<file path="config.mk">
export PLATFORM = sky130hd
export DESIGN_NAME = bt656cap_fbctl
export DESIGN_NICKNAME = d
export VERILOG_FILES = /design/src/rtl/bt656cap_pkg.sv /design/src/rtl/bt656cap_burstcnt.sv /design/src/rtl/bt656cap_fbctl.sv
export SDC_FILE = /design/constraint.sdc
export NUM_CORES = 1
export LEC_CHECK = 0
export CAP_MARGIN = 20
export CORE_AREA = 2 2 132 108
export DETAILED_ROUTE_END_ITERATION = 8
export DIE_AREA = 0 0 134 110
export PLACE_DENSITY = 0.7
export SLEW_MARGIN = 10
export SYNTH_ARGS = -nofsm -noshare
export SYNTH_HDL_FRONTEND = slang
export SYNTH_SLANG_ARGS = --single-unit
export TNS_END_PERCENT = 20
</file>
<file path="constraint.sdc">
create_clock -name sys_clk -period 4.1 [get_ports sys_clk]
set_input_delay 0.41 -clock sys_clk [delete_from_list [all_inputs] [get_ports sys_clk]]
set_output_delay 0.41 -clock sys_clk [all_outputs]
set_load 0.005 [all_outputs]
</file>
<file path="src/rtl/bt656cap_pkg.sv">
// Shared definitions for the BT.656 capture frame-buffer controller:
// CSR register offsets, CTRL/STAT bit positions and FSM state encoding.
package bt656cap_pkg;

    localparam logic [2:0] REG_CTRL   = 3'd0;
    localparam logic [2:0] REG_STAT   = 3'd1;
    localparam logic [2:0] REG_BASE0  = 3'd2;
    localparam logic [2:0] REG_BASE1  = 3'd3;
    localparam logic [2:0] REG_BURSTS = 3'd4;
    localparam logic [2:0] REG_FCOUNT = 3'd5;

    localparam int CTRL_FILT_LSB = 0;
    localparam int CTRL_FILT_MSB = 1;
    localparam int CTRL_DBUF     = 2;
    localparam int CTRL_ONESHOT  = 3;

    localparam int STAT_IN_FRAME = 0;
    localparam int STAT_BUF      = 1;
    localparam int STAT_PENDING  = 2;
    localparam int STAT_DROPPED  = 3;

    typedef enum logic [1:0] {
        IDLE    = 2'd0,
        CAPTURE = 2'd1,
        DONE    = 2'd2
    } fsm_state_t;

endpackage

</file>
<file path="src/rtl/bt656cap_burstcnt.sv">
// Per-frame burst counter with a registered last-burst flag for the DMA.
module bt656cap_burstcnt (
    input  logic        sys_clk,
    input  logic        sys_rst_n,
    input  logic        start_of_frame,
    input  logic        next_burst,
    input  logic [15:0] bursts,
    output logic        last_burst
);

    logic [15:0] count;
    logic [15:0] count_next;
    logic [15:0] limit;

    // A frame start clears the count even if a burst completes in the same cycle.
    always_comb begin
        count_next = count;
        if (start_of_frame)
            count_next = 16'd0;
        else if (next_burst && count != 16'hFFFF)
            count_next = count + 16'd1;
        limit = (bursts == 16'd0) ? 16'd1 : bursts;
    end

    always_ff @(posedge sys_clk) begin
        if (!sys_rst_n) begin
            count      <= 16'd0;
            last_burst <= 1'b0;
        end else begin
            count      <= count_next;
            last_burst <= (count_next >= limit);
        end
    end

endmodule

</file>
<file path="src/rtl/bt656cap_fbctl.sv">
// Frame-buffer controller: CSR block plus a per-frame sequencer that steers
// the capture DMA (field filter, buffer base, last burst) and flags frames.
module bt656cap_fbctl
    import bt656cap_pkg::*;
#(
    parameter logic [3:0] csr_addr  = 4'h0,
    parameter int         fml_depth = 27
) (
    input  logic                 sys_clk,
    input  logic                 sys_rst_n,
    input  logic [13:0]          csr_a,
    input  logic                 csr_we,
    input  logic [31:0]          csr_di,
    output logic [31:0]          csr_do,
    output logic                 irq,
    output logic [1:0]           field_filter,
    output logic [fml_depth-6:0] fml_adr_base,
    input  logic                 in_frame,
    input  logic                 start_of_frame,
    input  logic                 next_burst,
    output logic                 last_burst
);

    fsm_state_t           state;
    logic [1:0]           filt;
    logic                 dbuf;
    logic                 oneshot;
    logic                 cur_buf;
    logic                 pending;
    logic                 dropped;
    logic [fml_depth-6:0] base0;
    logic [fml_depth-6:0] base1;
    logic [15:0]          bursts;
    logic [15:0]          fcount;
    logic                 in_frame_q;
    logic                 csr_sel;
    logic                 unused_bits;

    assign csr_sel      = (csr_a[13:10] == csr_addr);
    assign irq          = pending;
    assign field_filter = (state == DONE) ? 2'b00 : filt;
    assign fml_adr_base = cur_buf ? base1 : base0;
    assign unused_bits  = ^{csr_a[9:3], csr_di};

    // DONE-cycle updates come after the CSR write so a frame completion wins
    // over a simultaneous W1C and oneshot still forces filt to zero.
    always_ff @(posedge sys_clk) begin
        if (!sys_rst_n) begin
            state      <= IDLE;
            filt       <= 2'b00;
            dbuf       <= 1'b0;
            oneshot    <= 1'b0;
            cur_buf    <= 1'b0;
            pending    <= 1'b0;
            dropped    <= 1'b0;
            base0      <= '0;
            base1      <= '0;
            bursts     <= 16'd0;
            fcount     <= 16'd0;
            in_frame_q <= 1'b0;
        end else begin
            in_frame_q <= in_frame;

            unique case (state)
                IDLE:    if (start_of_frame) state <= CAPTURE;
                CAPTURE: if (in_frame_q && !in_frame) state <= DONE;
                default: state <= IDLE;
            endcase

            if (csr_sel && csr_we) begin
                case (csr_a[2:0])
                    REG_CTRL: begin
                        filt    <= csr_di[CTRL_FILT_MSB:CTRL_FILT_LSB];
                        dbuf    <= csr_di[CTRL_DBUF];
                        oneshot <= csr_di[CTRL_ONESHOT];
                    end
                    REG_STAT: begin
                        if (csr_di[STAT_PENDING]) pending <= 1'b0;
                        if (csr_di[STAT_DROPPED]) dropped <= 1'b0;
                    end
                    REG_BASE0:  base0  <= csr_di[fml_depth-1:5];
                    REG_BASE1:  base1  <= csr_di[fml_depth-1:5];
                    REG_BURSTS: bursts <= csr_di[15:0];
                    REG_FCOUNT: fcount <= 16'd0;
                    default: ;
                endcase
            end

            if (state == DONE) begin
                fcount <= fcount + 16'd1;
                if (pending)
                    dropped <= 1'b1;
                else
                    pending <= 1'b1;
                if (dbuf)
                    cur_buf <= ~cur_buf;
                if (oneshot)
                    filt <= 2'b00;
            end
        end
    end

    always_ff @(posedge sys_clk) begin
        if (!sys_rst_n) begin
            csr_do <= 32'd0;
        end else begin
            csr_do <= 32'd0;
            if (csr_sel) begin
                case (csr_a[2:0])
                    REG_CTRL:   csr_do <= {28'd0, oneshot, dbuf, filt};
                    REG_STAT:   csr_do <= {28'd0, dropped, pending, cur_buf, in_frame};
                    REG_BASE0:  csr_do <= {{(32-fml_depth){1'b0}}, base0, 5'd0};
                    REG_BASE1:  csr_do <= {{(32-fml_depth){1'b0}}, base1, 5'd0};
                    REG_BURSTS: csr_do <= {16'd0, bursts};
                    REG_FCOUNT: csr_do <= {16'd0, fcount};
                    default:    csr_do <= 32'd0;
                endcase
            end
        end
    end

    bt656cap_burstcnt u_burstcnt (
        .sys_clk        (sys_clk),
        .sys_rst_n      (sys_rst_n),
        .start_of_frame (start_of_frame),
        .next_burst     (next_burst),
        .bursts         (bursts),
        .last_burst     (last_burst)
    );

endmodule

</file>
==> impl_metrics.toml, run 1 <==
[status]
run_status = "finished clean"

[detailed_routing]
via_per_inst = 5.59
first_iter_violations = 457
routed_len_inst_um = 16.6
firstDrtPassIters = 6
wl_um = 16400
route.vias.total = 5498
drc = 0
postRouteAntennaNets = 0

[timing]
finalSetupViolations = 0
worst_slew_margin_rel = 0.335
timing.final.crit_share = 0.841
finalHoldViolCount = 0
fin_worst_hold_slack_ns = 0.470
total_negative_slack_ns = 0
post-route-min-period_ns = 3.45
final.setup_skew_ns = 0.00666
tightest_slew_ns = 0.996
slew_violations = 0
setup_repair_after_global_routing_missed_its_margin = "no"
max_freq_mhz = 290

[yosys]
synth_fa_ha_area_frac = 0.0378
synthSimpleGateAreaFrac = 0.228
yosys-mux-area-fraction = 0.0589
netlist.area_leader.share = 0.437
syn_area_mm2 = 0.00595
yosys_most_used_dff = "dfxtp_1"
asyncSetResetFlopFracSynth = 0
synth_instances = 720
synth_enable_flop_cells = 0
syn-mean-instance-area_um2 = 8.26
synthXorXnorAreaFrac = 0.0235
synth.yosys.seq_area_share = 0.437
yosysTopAreaCell = "dfxtp_1"
synth_top_family_by_area = "simple AND/OR/NAND/NOR gates"
ys_top_cells_by_area = "dfxtp_1 44%, nand2_1 9.1%, a21oi_1 7.7%, a22oi_1 4.4%, mux2_2 4.2%"
compound_cell_area_share_of_the_yosys_netlist = 0.165
synth_cell_type_count = 55
synth.yosys.warnings = 0
synth.ff_latch_count = 130

[power]
peakVddDrop_mv = 0.307
p_leak_uw = 0.00258
clkPwrFrac = 0.505
p_comb_frac = 0.043
p_per_area_mw_per_mm2 = 375
internal-power_uw = 2230
net_switching_fraction_of_the_power = 0.209
power.share.sequential = 0.452
reported_net_switching_power_uw = 589

[flow_run]
timing.max_cap.violations = 0

[floorplanning]
initial_utilization = 0.445
die_area_mm2 = 0.0147
design.portCount = 110
chipWidth_um = 134
core_area_mm2 = 0.0134
fp-row-count = 38
die_height_um = 110

[layout]
net_count_final = 861
antenna_cells_inserted = 0
most-common-layout-cells = "144 x nand2_1, 130 x dfxtp_1, 92 x clkdlybuf4s50_1, 91 x a21oi_1, 64 x nor2_1"
layoutNonFillerInstCount = 983
mostFrequentLayoutCell = "nand2_1"
layout-drive-gt1-share = 0.0884
syn2layout_area_growth_pct = 26.3

[setup_path]
worst_ep_required_time_ns = 4.35
worst_r2r_endpoint = "u_burstcnt.last_burst$_SDFF_PN0_"
critPathArrivalTime_ns = 3.70
r2r.worst_path.cells = 11
start_kind = "flop"
endpoint_kind = "flop"
timing.rr.start = "u_burstcnt.count[0]$_SDFF_PN0_"
critical_path_peak_fanout = 6
worst-setup-path-type = "flop to flop"
worst-r2r-setup-slack_ns = 0.65

[global_route]
sum_of_overflow_across_all_layers_after_global_routing = 0
global_route.usage.total = 0.229
grt_first_pass_wirelength_um = 26400
pin_count_of_the_biggest_net_entering_global_routing = 57
first_global_vias = 5395
grt_antenna_before_repair = 0

[clock_network]
clock_tree.buffer_depth = 2
cts_setup_buffers = 0
numCtsBuffers = 17
tritoncts = "done"
post_cts.resized_instances = 0
cts.hold.buffers_added = 0
later_pin_clock_latency_in_the_skew_report_ns = 0.41
cts_htree_levels = 4
clock_net_sink_count = 130
clock_pin_transition_on_the_worst_setup_and_hold_timing_paths_ns = 0.05
cts.root.buffer_cell = "clkbuf_16"

[min_path]
hold_worst_path_end = "base0[8]$_SDFFE_PN0P_"
worst_hold_path.num_cells = 2
hp-class = "flop to flop"
hp_start = "base0[8]$_SDFFE_PN0P_"

[placed_design]
gpl.final_weighted_congestion = 0.829
buffer_ports.inserted = 92
hpwlAfterDp_um = 11400
post-place-cells = 952
[power groups by stage]
stage          Sequential (µW)  Combinational (µW)  Clock, µW
2_1_floorplan             1300                56.9          0
3_3_place_gp              1300                 118          0
3_5_place_dp              1300                 120          0
4_1_cts                   1270                 121       1440
5_1_grt                   1270                 132       1490
6_report                  1270                 122       1420
[area by class of cell]
type / instances / area, µm²
Clock inverter: 5 / 50.0
Multi-Input combinational cell: 524 / 3080
Timing Repair Buffer: 101 / 988
Tap cell: 180 / 225
Fill cell: 1188 / 5840
Inverter: 17 / 63.8
Sequential cell: 130 / 2600
Clock buffer: 26 / 509
[routing by layer]
layer	up-vias	part of all wire	track usage
met3	20	0.071	0.0498
met2	215	0.47	0.372
met5	-	0	0
met1	2620	0.44	0.304
li1	2643	-	-
met4	0	0.013	0.0828
[synthesized netlist by cell type, types with 2 or more instances]
library cell    n
o21ai_0        12
nand4b_1        2
a221oi_1        3
clkbuf_1       42
a31oi_1         4
nor2b_1         3
nand2b_1        3
nand2_1       144
and3_1          6
nor4_1          8
nor2_1         64
dfxtp_1       130
o41ai_1         2
nor3b_1         2
o31ai_1         2
mux2i_1         8
a311oi_1        3
inv_1          16
and3b_1         2
nand3_1        12
nor4_2          2
xor2_1          5
xnor2_1        11
a22oi_1        35
buf_4           5
mux2_2         22
a21oi_1        91
buf_2           6
nand4_1        10
and2_1          5
nor3_1         13
or2_2           2
and4_1          3
or3_1           3
ha_1           18
a2111oi_0       2
[critical path: stages (launching register included)]
cell       delay [ns]
dfxtp_1          0.39
ha_1             0.25
nand3_1          0.21
o41ai_4          0.58
xor2_1           0.18
or2_2            0.32
ha_1             0.28
nand2b_1         0.14
a2111oi_0        0.47
nor4_1           0.10
nor3_1           0.26
o41ai_1          0.11
[worst max path at each step]
stage / start / to / slack [ns]
global route: u_burstcnt.count[0]$_SDFF_PN0_ / u_burstcnt.last_burst$_SDFF_PN0_ / 0.48
finish: u_burstcnt.count[0]$_SDFF_PN0_ / u_burstcnt.last_burst$_SDFF_PN0_ / 0.65
global placement: u_burstcnt.count[0]$_SDFF_PN0_ / u_burstcnt.last_burst$_SDFF_PN0_ / 0.91
CTS: u_burstcnt.count[0]$_SDFF_PN0_ / u_burstcnt.last_burst$_SDFF_PN0_ / 0.67
floorplan: u_burstcnt.count[0]$_SDFF_PN0_ / u_burstcnt.last_burst$_SDFF_PN0_ / 1.26
detailed placement: u_burstcnt.count[0]$_SDFF_PN0_ / u_burstcnt.last_burst$_SDFF_PN0_ / 0.69
[sequential cells by signal, summed over array words and instances, names as in the netlist, 2 cells and up]
register          cells
filt                  2
state                 2
base0                22
u_burstcnt.count     16
fcount               16
csr_do               27
base1                22
bursts               16
[logic make-up (layout without fill, tap and decap cells)]
kind of cell | count (synthesis) | count (layout)
buffers and inverters | 70 | 149
AND/OR/NAND/NOR | 293 | 293
adder cells (fa/ha/maj) | 18 | 18
other | 1 | 5
AO/OA/AOI/OAI | 161 | 161
flip-flops | 130 | 130
XOR/XNOR | 16 | 16
multiplexers | 31 | 31
[metrics by stage]
| stage | worst slack (ns) | util | power (µW) | area, µm² |
|---|---|---|---|---|
| floorplan | 1.26 | - | 1360 | 5970 |
| global placement | 0.911 | 0.521 | 1420 | 6960 |
| detailed placement | 0.693 | 0.521 | 1420 | 6960 |
| CTS | 0.674 | 0.563 | 2840 | 7520 |
| global route | 0.483 | 0.563 | 2900 | 7520 |
| finish | 0.653 | 0.563 | 2820 | 7520 |
Note: power is estimated with default switching activity, not from simulation.
==> inputs of run 2 (changes only) <==
==> constraint.sdc (replaced) <==
create_clock -name sys_clk -period 3.4 [get_ports sys_clk]
set_input_delay 0.34 -clock sys_clk [delete_from_list [all_inputs] [get_ports sys_clk]]
set_output_delay 0.34 -clock sys_clk [all_outputs]
set_load 0.005 [all_outputs]
==> impl_metrics.toml, run 2 (same netlist as run 1, synthesis figures left out) <==
[status]
run_status = "finished clean"

[placed_design]
hpwlAfterDp_um = 11300
gpl.final_weighted_congestion = 0.845
dpl_cell_area_mm2 = 0.00701
buffer_ports.inserted = 92

[power]
power.total_uw = 3480
clkPwrFrac = 0.516
net_switching_fraction_of_the_power = 0.212
p_leak_uw = 0.00261
internal-power_uw = 2750
power.share.sequential = 0.441
peakVddDrop_mv = 0.391
p_comb_frac = 0.043
reported_net_switching_power_uw = 737
p_per_area_mw_per_mm2 = 459

[timing]
timing.final.crit_share = 0.908
worst_slew_margin_rel = 0.391
fin_worst_hold_slack_ns = 0.471
final.setup_skew_ns = 0.00643
setup_repair_after_global_routing_missed_its_margin = "no"
max_freq_mhz = 324
slew_violations = 0
finalSetupViolations = 0
finalHoldViolCount = 0
post-route-min-period_ns = 3.09
tightest_slew_ns = 0.912
total_negative_slack_ns = 0

[layout]
most-common-layout-cells = "144 x nand2_1, 130 x dfxtp_1, 92 x clkdlybuf4s50_1, 91 x a21oi_1, 64 x nor2_1"
registers.top_by_ff_count = "csr_do"
flip_flop_count_of_the_largest_register_all_copies_and_words_added = 27
design_area_mm2 = 0.00760
mostFrequentLayoutCell = "nand2_1"
syn2layout_area_growth_pct = 27.7
largest_registers = "csr_do: 27 flops, base0: 22 flops, base1: 22 flops"
net_count_final = 868
layout.filler_cells = 1175
layout-drive-gt1-share = 0.0974
antenna_cells_inserted = 0

[setup_path]
crit_buf_inv = 0
max_stage_delay_ns = 0.56
worst-setup-path-type = "flop to flop"
endpoint_kind = "flop"
slowest_stage = "nor3_1"
cp_top_family = "simple AND/OR/NAND/NOR gates"
timing.critical_path.mode_cell = "ha_1"
timing.critical_path.cells = "ha_1 > nand3_1 > nor3_1 > nor4_1 > xnor2_1 > nor2_1 > ha_1 > a21oi_1 > o21ai_0 > a41oi_1 > o41ai_1"
critical_path_peak_fanout = 5
worst_ep_required_time_ns = 3.70
start_kind = "flop"
critPathArrivalTime_ns = 3.38

[floorplanning]
fp-row-count = 38
chipWidth_um = 134
design.portCount = 110
initial_utilization = 0.445
core_area_mm2 = 0.0134
die_area_mm2 = 0.0147
die_height_um = 110

[clock_network]
clock_tree.buffer_depth = 2
later_pin_clock_latency_in_the_skew_report_ns = 0.41
clock_pin_transition_on_the_worst_setup_and_hold_timing_paths_ns = 0.06
numCtsBuffers = 17
cts_setup_buffers = 0
post_cts.resized_instances = 0
cts.root.buffer_cell = "clkbuf_16"
cts_htree_levels = 4
cts.hold.buffers_added = 0
tritoncts = "done"
clock_net_sink_count = 130

[global_route]
pin_count_of_the_biggest_net_entering_global_routing = 35
sum_of_overflow_across_all_layers_after_global_routing = 0
first_global_vias = 5394
global_route.usage.total = 0.225
grt_first_pass_wirelength_um = 26000
grt_antenna_before_repair = 0

[detailed_routing]
drc = 0
route.vias.total = 5546
postRouteAntennaNets = 0
via_per_inst = 5.60
wl_um = 16200
first_iter_violations = 449
firstDrtPassIters = 5
routed_len_inst_um = 16.3

[flow_run]
timing.max_cap.violations = 0

[min_path]
hp-class = "flop to flop"
==> run 2: changes by cell type in the layout (fill, tap and decap cells not counted) <==
cell        delta
buf_4          +7
bufinv_16      +2
clkbuf_1       +1
nor4_2         +1
nor4_1         -1
clkbuf_8       -5
clkinvlp_4     +1
clkinv_4       +2
==> run 2: path summary, 6_finish.rpt <==
kind,start,end,slack [ns],cells after the start
setup reg to reg,u_burstcnt.count[0]$_SDFF_PN0_,u_burstcnt.last_burst$_SDFF_PN0_,0.31,11
setup / recovery,u_burstcnt.count[0]$_SDFF_PN0_,u_burstcnt.last_burst$_SDFF_PN0_,0.31,11
hold reg to reg,base1[16]$_SDFFE_PN0P_,base1[16]$_SDFFE_PN0P_,0.47,2
hold / removal,base1[16]$_SDFFE_PN0P_,base1[16]$_SDFFE_PN0P_,0.47,2
==> run 2: per-layer routing <==
layer / vias up / part of all wire / track usage
met1: 2655 / 0.46 / 0.300
met3: 22 / 0.066 / 0.0453
met2: 211 / 0.46 / 0.362
met5: - / 0 / 0
li1: 2658 / - / -
met4: 0 / 0.016 / 0.0874
==> run 2: layout make-up <==
cell class                      instances  area (µm²)  share of cell area
Inverter                               17        63.8             0.00840
Multi-Input combinational cell        524        3090               0.406
Sequential cell                       130        2600               0.343
Clock buffer                           22         444              0.0585
Tap cell                              180         225              0.0296
Timing Repair Buffer                  108        1040               0.137
Clock inverter                         10         135              0.0178
==> run 2: power by group through the flow <==
stage | sequential [µW] | clock, µW | combinational, µW
after floorplan | 1570 | 0 | 68.6
after global placement | 1570 | 0 | 146
after detailed placement | 1570 | 0 | 148
after CTS | 1530 | 1820 | 149
after global routing | 1530 | 1890 | 161
final | 1530 | 1800 | 150
==> run 2: through the flow <==
step           std cells  setup slack (ns)  utilization
6_report             991             0.311        0.569
5_1_grt              991            0.0262        0.569
4_1_cts              991             0.349        0.568
3_5_place_dp         959             0.313        0.525
3_3_place_gp         959             0.386        0.525
2_1_floorplan        724             0.565            -
==> run 2: tightest hold or removal path, cell delays in order, from the launching register on <==
cell,delay (ns)
dfxtp_1,0.32
nand2_1,0.05
a21oi_1,0.05
==> inputs of run 3 (changes only) <==
--- a/config.mk
+++ b/config.mk
@@ -6,10 +6,10 @@
 export NUM_CORES = 1
 export LEC_CHECK = 0
 export CAP_MARGIN = 20
-export CORE_AREA = 2 2 132 108
+export CORE_AREA = 2 2 123 101
 export DETAILED_ROUTE_END_ITERATION = 8
-export DIE_AREA = 0 0 134 110
-export PLACE_DENSITY = 0.7
+export DIE_AREA = 0 0 125 103
+export PLACE_DENSITY = 0.78
 export SLEW_MARGIN = 10
 export SYNTH_ARGS = -nofsm -noshare
 export SYNTH_HDL_FRONTEND = slang
==> impl_metrics.toml, run 3 (same netlist as run 1, synthesis figures left out) <==
[setup_path]
worst_r2r_endpoint = "u_burstcnt.last_burst$_SDFF_PN0_"
timing.rr.start = "u_burstcnt.count[0]$_SDFF_PN0_"
critPathArrivalTime_ns = 3.32
worst_ep_required_time_ns = 3.67
critical_path_peak_fanout = 5
endpoint_kind = "flop"
start_kind = "flop"
r2r.worst_path.cells = 11
worst-setup-path-type = "flop to flop"
worst-r2r-setup-slack_ns = 0.35

[power]
p_leak_uw = 0.00261
peakVddDrop_mv = 0.332
power.total_uw = 3480
p_per_area_mw_per_mm2 = 460

[layout]
flip_flop_count_of_the_largest_register_all_copies_and_words_added = 27
syn2layout_area_growth_pct = 27.0
multiInputGateArea_mm2 = 0.00308
net_count_final = 866
layout-drive-gt1-share = 0.0977
layout.filler_cells = 962
antenna_cells_inserted = 0
layout.area.seq_mm2 = 0.00260
layout.core_utilization = 0.640
largest_registers = "csr_do: 27 flops, base0: 22 flops, base1: 22 flops"
registers.top_by_ff_count = "csr_do"
mostFrequentLayoutCell = "nand2_1"
most-common-layout-cells = "144 x nand2_1, 130 x dfxtp_1, 92 x clkdlybuf4s50_1, 91 x a21oi_1, 64 x nor2_1"

[global_route]
first_global_vias = 5519
sum_of_overflow_across_all_layers_after_global_routing = 0
pin_count_of_the_biggest_net_entering_global_routing = 44
grt_antenna_before_repair = 0
grt_first_pass_wirelength_um = 26700
global_route.usage.total = 0.256

[timing]
worst_slew_margin_rel = 0.408
max_freq_mhz = 328
finalHoldViolCount = 0
setup_repair_after_global_routing_missed_its_margin = "no"
total_negative_slack_ns = 0
tightest_slew_ns = 0.886
timing.final.crit_share = 0.896
post-route-min-period_ns = 3.05
slew_violations = 0
finalSetupViolations = 0
final.setup_skew_ns = 0.00740

[min_path]
hp_start = "base1[20]$_SDFFE_PN0P_"
hold_worst_path_end = "base1[20]$_SDFFE_PN0P_"
hp-class = "flop to flop"
worst_hold_path.num_cells = 2

[placed_design]
hpwlAfterDp_um = 11100
buffer_ports.inserted = 92
gpl.final_weighted_congestion = 0.891

[detailed_routing]
drc = 0
routed_len_inst_um = 17.3
postRouteAntennaNets = 0
wl_um = 16600
via_per_inst = 5.91
route.vias.total = 5679
first_iter_violations = 520
firstDrtPassIters = 5

[floorplanning]
initial_utilization = 0.504
die_area_mm2 = 0.0129
fp-row-count = 36
die_height_um = 103
design.portCount = 110
core_area_mm2 = 0.0118
chipWidth_um = 125

[flow_run]
timing.max_cap.violations = 0

[clock_network]
tritoncts = "done"
later_pin_clock_latency_in_the_skew_report_ns = 0.42
numCtsBuffers = 17
clock_pin_transition_on_the_worst_setup_and_hold_timing_paths_ns = 0.06
cts_setup_buffers = 0
clock_tree.buffer_depth = 2
clock_net_sink_count = 130
cts_htree_levels = 4
cts.root.buffer_cell = "clkbuf_16"
cts.hold.buffers_added = 0
post_cts.resized_instances = 0

[status]
run_status = "finished clean"
[run 3: how the worst max path moves through the flow]
stage / startpoint / end / cells past startpoint
2_1_floorplan: u_burstcnt.count[0]$_SDFF_PN0_ / u_burstcnt.last_burst$_SDFF_PN0_ / 11
3_3_place_gp: next_burst / u_burstcnt.last_burst$_SDFF_PN0_ / 11
3_5_place_dp: next_burst / u_burstcnt.last_burst$_SDFF_PN0_ / 11
4_1_cts: u_burstcnt.count[0]$_SDFF_PN0_ / u_burstcnt.last_burst$_SDFF_PN0_ / 11
5_1_grt: u_burstcnt.count[0]$_SDFF_PN0_ / u_burstcnt.last_burst$_SDFF_PN0_ / 12
6_report: u_burstcnt.count[0]$_SDFF_PN0_ / u_burstcnt.last_burst$_SDFF_PN0_ / 11
[run 3: layout make-up]
class,instances,share of cell area
Tap cell,152,0.0252
Clock inverter,10,0.0142
Clock buffer,22,0.0628
Timing Repair Buffer,106,0.137
Sequential cell,130,0.344
Inverter,17,0.00845
Multi-Input combinational cell,524,0.408
[run 3: critical path, cell delays in order (launching register included)]
cell       delay (ns)
dfxtp_1          0.38
ha_1             0.23
nand3_1          0.21
o41ai_4          0.37
xor2_1           0.14
or2_2            0.29
ha_1             0.28
nand2b_1         0.13
a2111oi_0        0.40
nor4_1           0.11
nor3_1           0.26
o41ai_1          0.10
[run 3: power breakdown]
part           total, µW  switching, µW  internal [µW]
clock               1790            660           1130
combinational        153           84.0           68.6
sequential          1530           4.50           1530
[run 3: routing by layer]
layer	part of all wire	wire length, µm	track usage	vias up
li1	-	-	-	2655
met1	0.44	7350	0.337	2725
met2	0.47	7850	0.419	270
met3	0.073	1220	0.0597	29
met4	0.012	205	0.0940	0
met5	0	0	0	-
[run 3: stage by stage]
stage               instance area [µm²]  hold slack, ns  worst slack (ns)  instances
global placement                   6970           0.452             0.391        929
finish                             7560           0.472             0.353        961
CTS                                7560           0.470             0.391        961
detailed placement                 6970           0.462             0.264        929
global route                       7560           0.492            0.0810        961
floorplan                          5970           0.439             0.565        724
